[config.mk]
export PLATFORM = sky130hd
export DESIGN_NAME = d_flip_flop_reg_flat
export DESIGN_NICKNAME = d
export VERILOG_FILES = /design/src/rtl/d_flip_flop_reg_pkg.sv /design/src/rtl/d_flip_flop_reg_if.sv /design/src/rtl/d_flip_flop_reg_stage.sv /design/src/rtl/d_flip_flop_reg.sv /design/src/flat_wrapper.sv
export SDC_FILE = /design/constraint.sdc
export NUM_CORES = 1
export LEC_CHECK = 0
export CORE_MARGIN = 2
export CORE_UTILIZATION = 39
export CTS_CLUSTER_SIZE = 8
export DETAILED_ROUTE_END_ITERATION = 12
export PLACE_DENSITY = 0.79
export SLEW_MARGIN = 40
export SYNTH_ARGS = -nofsm -noshare
export SYNTH_HDL_FRONTEND = slang
export SYNTH_SLANG_ARGS = --single-unit
[constraint.sdc]
create_clock -name clk -period 0.9 [get_ports clk]
set_clock_uncertainty 0.1 [all_clocks]
set_input_delay 0.18 -clock clk [delete_from_list [all_inputs] [get_ports clk]]
set_output_delay 0.18 -clock clk [all_outputs]
set_load 0.02 [all_outputs]
[src/rtl/d_flip_flop_reg_pkg.sv]
// d_flip_flop_reg_pkg: shared datapath word width and word type for register blocks
package d_flip_flop_reg_pkg;
   localparam int DEFAULT_WIDTH = 32;
   typedef logic [DEFAULT_WIDTH-1:0] word_t;
endpackage

[src/rtl/d_flip_flop_reg_if.sv]
// d_flip_flop_reg_if: control/data bundle for d_flip_flop_reg
//   en       load enable (pipeline advances when high)
//   clr      synchronous clear to the register's reset value
//   data_in  word captured into the first stage
//   data_out word held in the last stage
interface d_flip_flop_reg_if
   import d_flip_flop_reg_pkg::*;
#(
   parameter int WIDTH = DEFAULT_WIDTH
);
   logic             en;
   logic             clr;
   logic [WIDTH-1:0] data_in;
   logic [WIDTH-1:0] data_out;
   modport master (output en, clr, data_in, input data_out);
   modport slave (input en, clr, data_in, output data_out);
endinterface

[src/rtl/d_flip_flop_reg_stage.sv]
// d_flip_flop_stage: one WIDTH-bit register with async reset, sync clear and load enable
//   clk    rising-edge clock
//   rst_n  asynchronous active-low reset to RESET_VALUE
//   en     load d when high, hold otherwise
//   clr    load RESET_VALUE on the next edge, overriding en
//   d, q   data in / registered data out
module d_flip_flop_stage
   import d_flip_flop_reg_pkg::*;
#(
   parameter int               WIDTH       = DEFAULT_WIDTH,
   parameter logic [WIDTH-1:0] RESET_VALUE = '0
) (
   input  logic             clk,
   input  logic             rst_n,
   input  logic             en,
   input  logic             clr,
   input  logic [WIDTH-1:0] d,
   output logic [WIDTH-1:0] q
);
   always_ff @(posedge clk or negedge rst_n)
      if (!rst_n) q <= RESET_VALUE;
      else if (clr) q <= RESET_VALUE;
      else if (en) q <= d;
endmodule

[src/rtl/d_flip_flop_reg.sv]
// d_flip_flop_reg: DEPTH-stage WIDTH-bit register pipeline with enable and sync clear
//   clk    rising-edge clock
//   rst_n  asynchronous active-low reset; every stage goes to RESET_VALUE
//   bus    slave side of d_flip_flop_reg_if (en, clr, data_in in; data_out out)
// data_out is taken straight from the last stage's flop, so there is no
// combinational path from data_in.
module d_flip_flop_reg
   import d_flip_flop_reg_pkg::*;
#(
   parameter int               WIDTH       = DEFAULT_WIDTH,
   parameter int               DEPTH       = 1,
   parameter logic [WIDTH-1:0] RESET_VALUE = '0
) (
   input  logic              clk,
   input  logic              rst_n,
   d_flip_flop_reg_if.slave  bus
);
   if (DEPTH < 1) begin : g_depth_check
      $error("d_flip_flop_reg: DEPTH must be >= 1");
   end
   // pipe[0] is the input word, pipe[i+1] is the output of stage i
   logic [WIDTH-1:0] pipe [DEPTH+1];
   assign pipe[0] = bus.data_in;
   for (genvar i = 0; i < DEPTH; i++) begin : g_stage
      d_flip_flop_stage #(
         .WIDTH       (WIDTH),
         .RESET_VALUE (RESET_VALUE)
      ) u_stage (
         .clk   (clk),
         .rst_n (rst_n),
         .en    (bus.en),
         .clr   (bus.clr),
         .d     (pipe[i]),
         .q     (pipe[i+1])
      );
   end
   assign bus.data_out = pipe[DEPTH];
endmodule

[src/flat_wrapper.sv]
// flat-port wrapper written by rule: the top's interface ports become plain ports
module d_flip_flop_reg_flat import d_flip_flop_reg_pkg::*;
#(
   parameter int               WIDTH       = DEFAULT_WIDTH,
   parameter int               DEPTH       = 1,
   parameter logic [WIDTH-1:0] RESET_VALUE = '0
)
  (clk, rst_n, bus_en, bus_clr, bus_data_in, bus_data_out);
  d_flip_flop_reg_if #(.WIDTH(WIDTH)) bus_i ();
  input  logic clk;
  input  logic rst_n;
  input wire logic [$bits(bus_i.en)-1:0] bus_en;
  input wire logic [$bits(bus_i.clr)-1:0] bus_clr;
  input wire logic [$bits(bus_i.data_in)-1:0] bus_data_in;
  output wire logic [$bits(bus_i.data_out)-1:0] bus_data_out;
  assign bus_i.en = bus_en;
  assign bus_i.clr = bus_clr;
  assign bus_i.data_in = bus_data_in;
  assign bus_data_out = bus_i.data_out;
  d_flip_flop_reg #(.WIDTH(WIDTH), .DEPTH(DEPTH), .RESET_VALUE(RESET_VALUE)) u_core (.clk(clk), .rst_n(rst_n), .bus(bus_i));
endmodule
==> flow_metrics.py <==
metrics = {
    "status": {
        "status": "finished with violations",
        "violations": "setup timing",
    },
    "route": {
        "drc": 0,
        "wire_per_inst_um": 14.9,
        "firstDrtPassIters": 4,
        "ant_nets": 0,
        "drtIter0Drc": 20,
        "viasPerCell": 4.61,
        "vias": 1096,
        "wirelength_um": 3540,
    },
    "timing": {
        "final-setup-viol-count": 46,
        "relSlewSlack_pct": 86.5,
        "slew_violations": 0,
        "whs_ns": 0.0903,
        "fin_tns_setup_ns": -8.69,
        "max_slew.worst_pin.slew_ns": 0.199,
        "grt_setup_unrepaired": "true",
        "min_period_ns": 1.18,
        "min_period_over_period_pct": 131,
        "fmax_ghz": 0.851,
        "setup_ws_ns": -0.275,
        "hold_violations": 0,
    },
    "yosys": {
        "ys_ff_latch": 32,
        "synth_xor_area_share_pct": 0,
        "synth_top_family_by_area": "multiplexers",
        "synth_nets": 139,
        "yosys.area_share.simple_pct": 9.07,
        "synth_adder_area_share_pct": 0,
        "yosysWarnings": 0,
        "ys_seq_area_share_pct": 60.5,
        "synth-compound-area-share_pct": 0,
        "synth_area_um2": 1320,
        "synth_mux_area_share_pct": 24.2,
        "syn_inst": 103,
        "yosys.cell_types.count": 6,
        "avgSynthCellArea_um2": 12.9,
    },
    "global_route": {
        "grt_pass1_wl_um": 5830,
        "grt_overflow": 0,
        "track_usage_pct": 19.6,
        "grt_pass1_vias": 1156,
        "antenna_found_initial": 0,
        "grt_max_degree": 33,
    },
    "floorplanning": {
        "boundaryPins": 68,
        "core_um2": 3310,
        "start_util_pct": 40.0,
        "dieArea_um2": 3880,
        "fp.dieH_um": 62.3,
        "chipWidth_um": 62.3,
        "core.rowCount": 21,
    },
    "final_layout": {
        "drive_above_1_share_pct": 32.8,
        "area_growth_pct": 77.5,
        "layout_commonest_cell": "buf_6",
        "mostFrequentLayoutCells": "buf_6, clkdlybuf4s50_1, nor2_1, dfrtp_1, mux2i_1",
        "largest-register": "u_core.g_stage.u_stage.q",
        "reg.largest.list": "u_core.g_stage.u_stage.q x32",
        "largest_register_ffs": 32,
        "fillers": 239,
        "final_nets": 227,
        "num_antenna_cells": 0,
        "post-route-util_pct": 71.0,
    },
    "placement": {
        "dp_hpwl_um": 2410,
        "gp_congestion": 0.754,
        "portBuffers": 67,
    },
    "worst_setup_path": {
        "cp_max_fo": 2,
        "cp.required_ns": 0.62,
        "crit_type": "reg2out",
        "cp_slowest_cell": "dfrtp_1",
        "slowest_delay_ns": 0.42,
        "reg2regPathDepth": 4,
        "critical-path-top-delay-family": "flip-flops",
        "crit_chain": "buf_6",
        "endpoint_kind": "output pin",
        "cp-start-kind": "register",
        "critPathBufInv": 1,
        "path_depth": 1,
        "cp.arrival_ns": 0.90,
    },
    "cts": {
        "htree_levels": 2,
        "cts.clk_slew.worst_paths_ns": 0.11,
        "cts_root_buf": "clkbuf_4",
        "cts.sinks": 32,
        "cts_tree": "done",
        "cts_buffers": 5,
        "worstSkewPairLatency_ns": 0.33,
        "clockBufferDepth": 2,
    },
    "power_and_ir_drop": {
        "ir_drop_v": 0.00120,
        "leakagePower_nw": 1.19,
        "power_density_nw_per_um2": 1530,
    },
    "run": {
        "cap_violations": 0,
    },
    "worst_hold_path": {
        "hp-class": "in2async",
    },
}
[cell usage after synthesis]
| library cell | instances | share of area [%] |
|---|---|---|
| buf_12 | 3 | 4.5 |
| buf_6 | 1 | 0.85 |
| clkbuf_1 | 3 | 0.85 |
| dfrtp_1 | 32 | 60 |
| mux2i_1 | 32 | 24 |
| nor2_1 | 32 | 9.1 |
[timing repair]
action | CTS | global route
resized for setup | 192 | 8
setup buffers | 10 | 11
hold buffers | 0 | 0
pin swaps | 0 | 7
endpoints found under the setup margin | 32 | 43
[where the power goes]
part	switching, mW	internal (mW)	leakage (nW)	total [mW]
Sequential	0.0635	1.52	0.425	1.58
Combinational	0.322	0.464	0.713	0.786
Clock	0.491	0.737	0.0515	1.23
[cell families after synthesis]
logic type,count (synthesis)
flops,32
mux,32
simple gates,32
buf+inv,7
[area by class of cell]
class                   count  area, um^2  share of cell area, %
clock buffers               7        65.1                   2.77
clock inverters             1        30.0                   1.28
repair buffers             88         952                   40.5
multi-input cells          64         444                   18.9
flip-flops and latches     32         801                   34.1
well taps                  46        57.6                   2.45
[worst paths after layout]
| path | from | endpoint | slack (ns) |
|---|---|---|---|
| min in group clk | bus_en | u_core.g_stage[0].u_stage.q[3] | 0.27 |
| hold / removal | rst_n | u_core.g_stage[0].u_stage.q[11] | 0.09 |
| setup reg to reg | u_core.g_stage[0].u_stage.q[26] | u_core.g_stage[0].u_stage.q[26] | -0.14 |
| hold reg to reg | u_core.g_stage[0].u_stage.q[10] | u_core.g_stage[0].u_stage.q[10] | 0.46 |
| setup / recovery | u_core.g_stage[0].u_stage.q[11] | bus_data_out[11] | -0.28 |
| max in group asynchronous | rst_n | u_core.g_stage[0].u_stage.q[1] | 0.43 |
[stage by stage]
stage / area [um^2] / power [mW] / worst slack, ns / cells
after floorplan: 1320 / 1.89 / 0.0212 / 103
final: 2350 / 3.60 / -0.275 / 238
after CTS: 2280 / 3.59 / -0.286 / 233
after global placement: 2070 / 2.27 / -0.324 / 215
after global routing: 2350 / 3.77 / -0.319 / 238
after detailed placement: 2070 / 2.29 / -0.343 / 215
[metal layers]
metal / up-vias / GRT usage, % / share of wire, %
met5: - / 0 / 0
met4: 0 / 10.0 / 3.0
met3: 9 / 4.89 / 5.5
li1: 513 / - / -
met1: 530 / 23.9 / 37
met2: 44 / 32.3 / 54
Power figures use the tool's default switching activity.
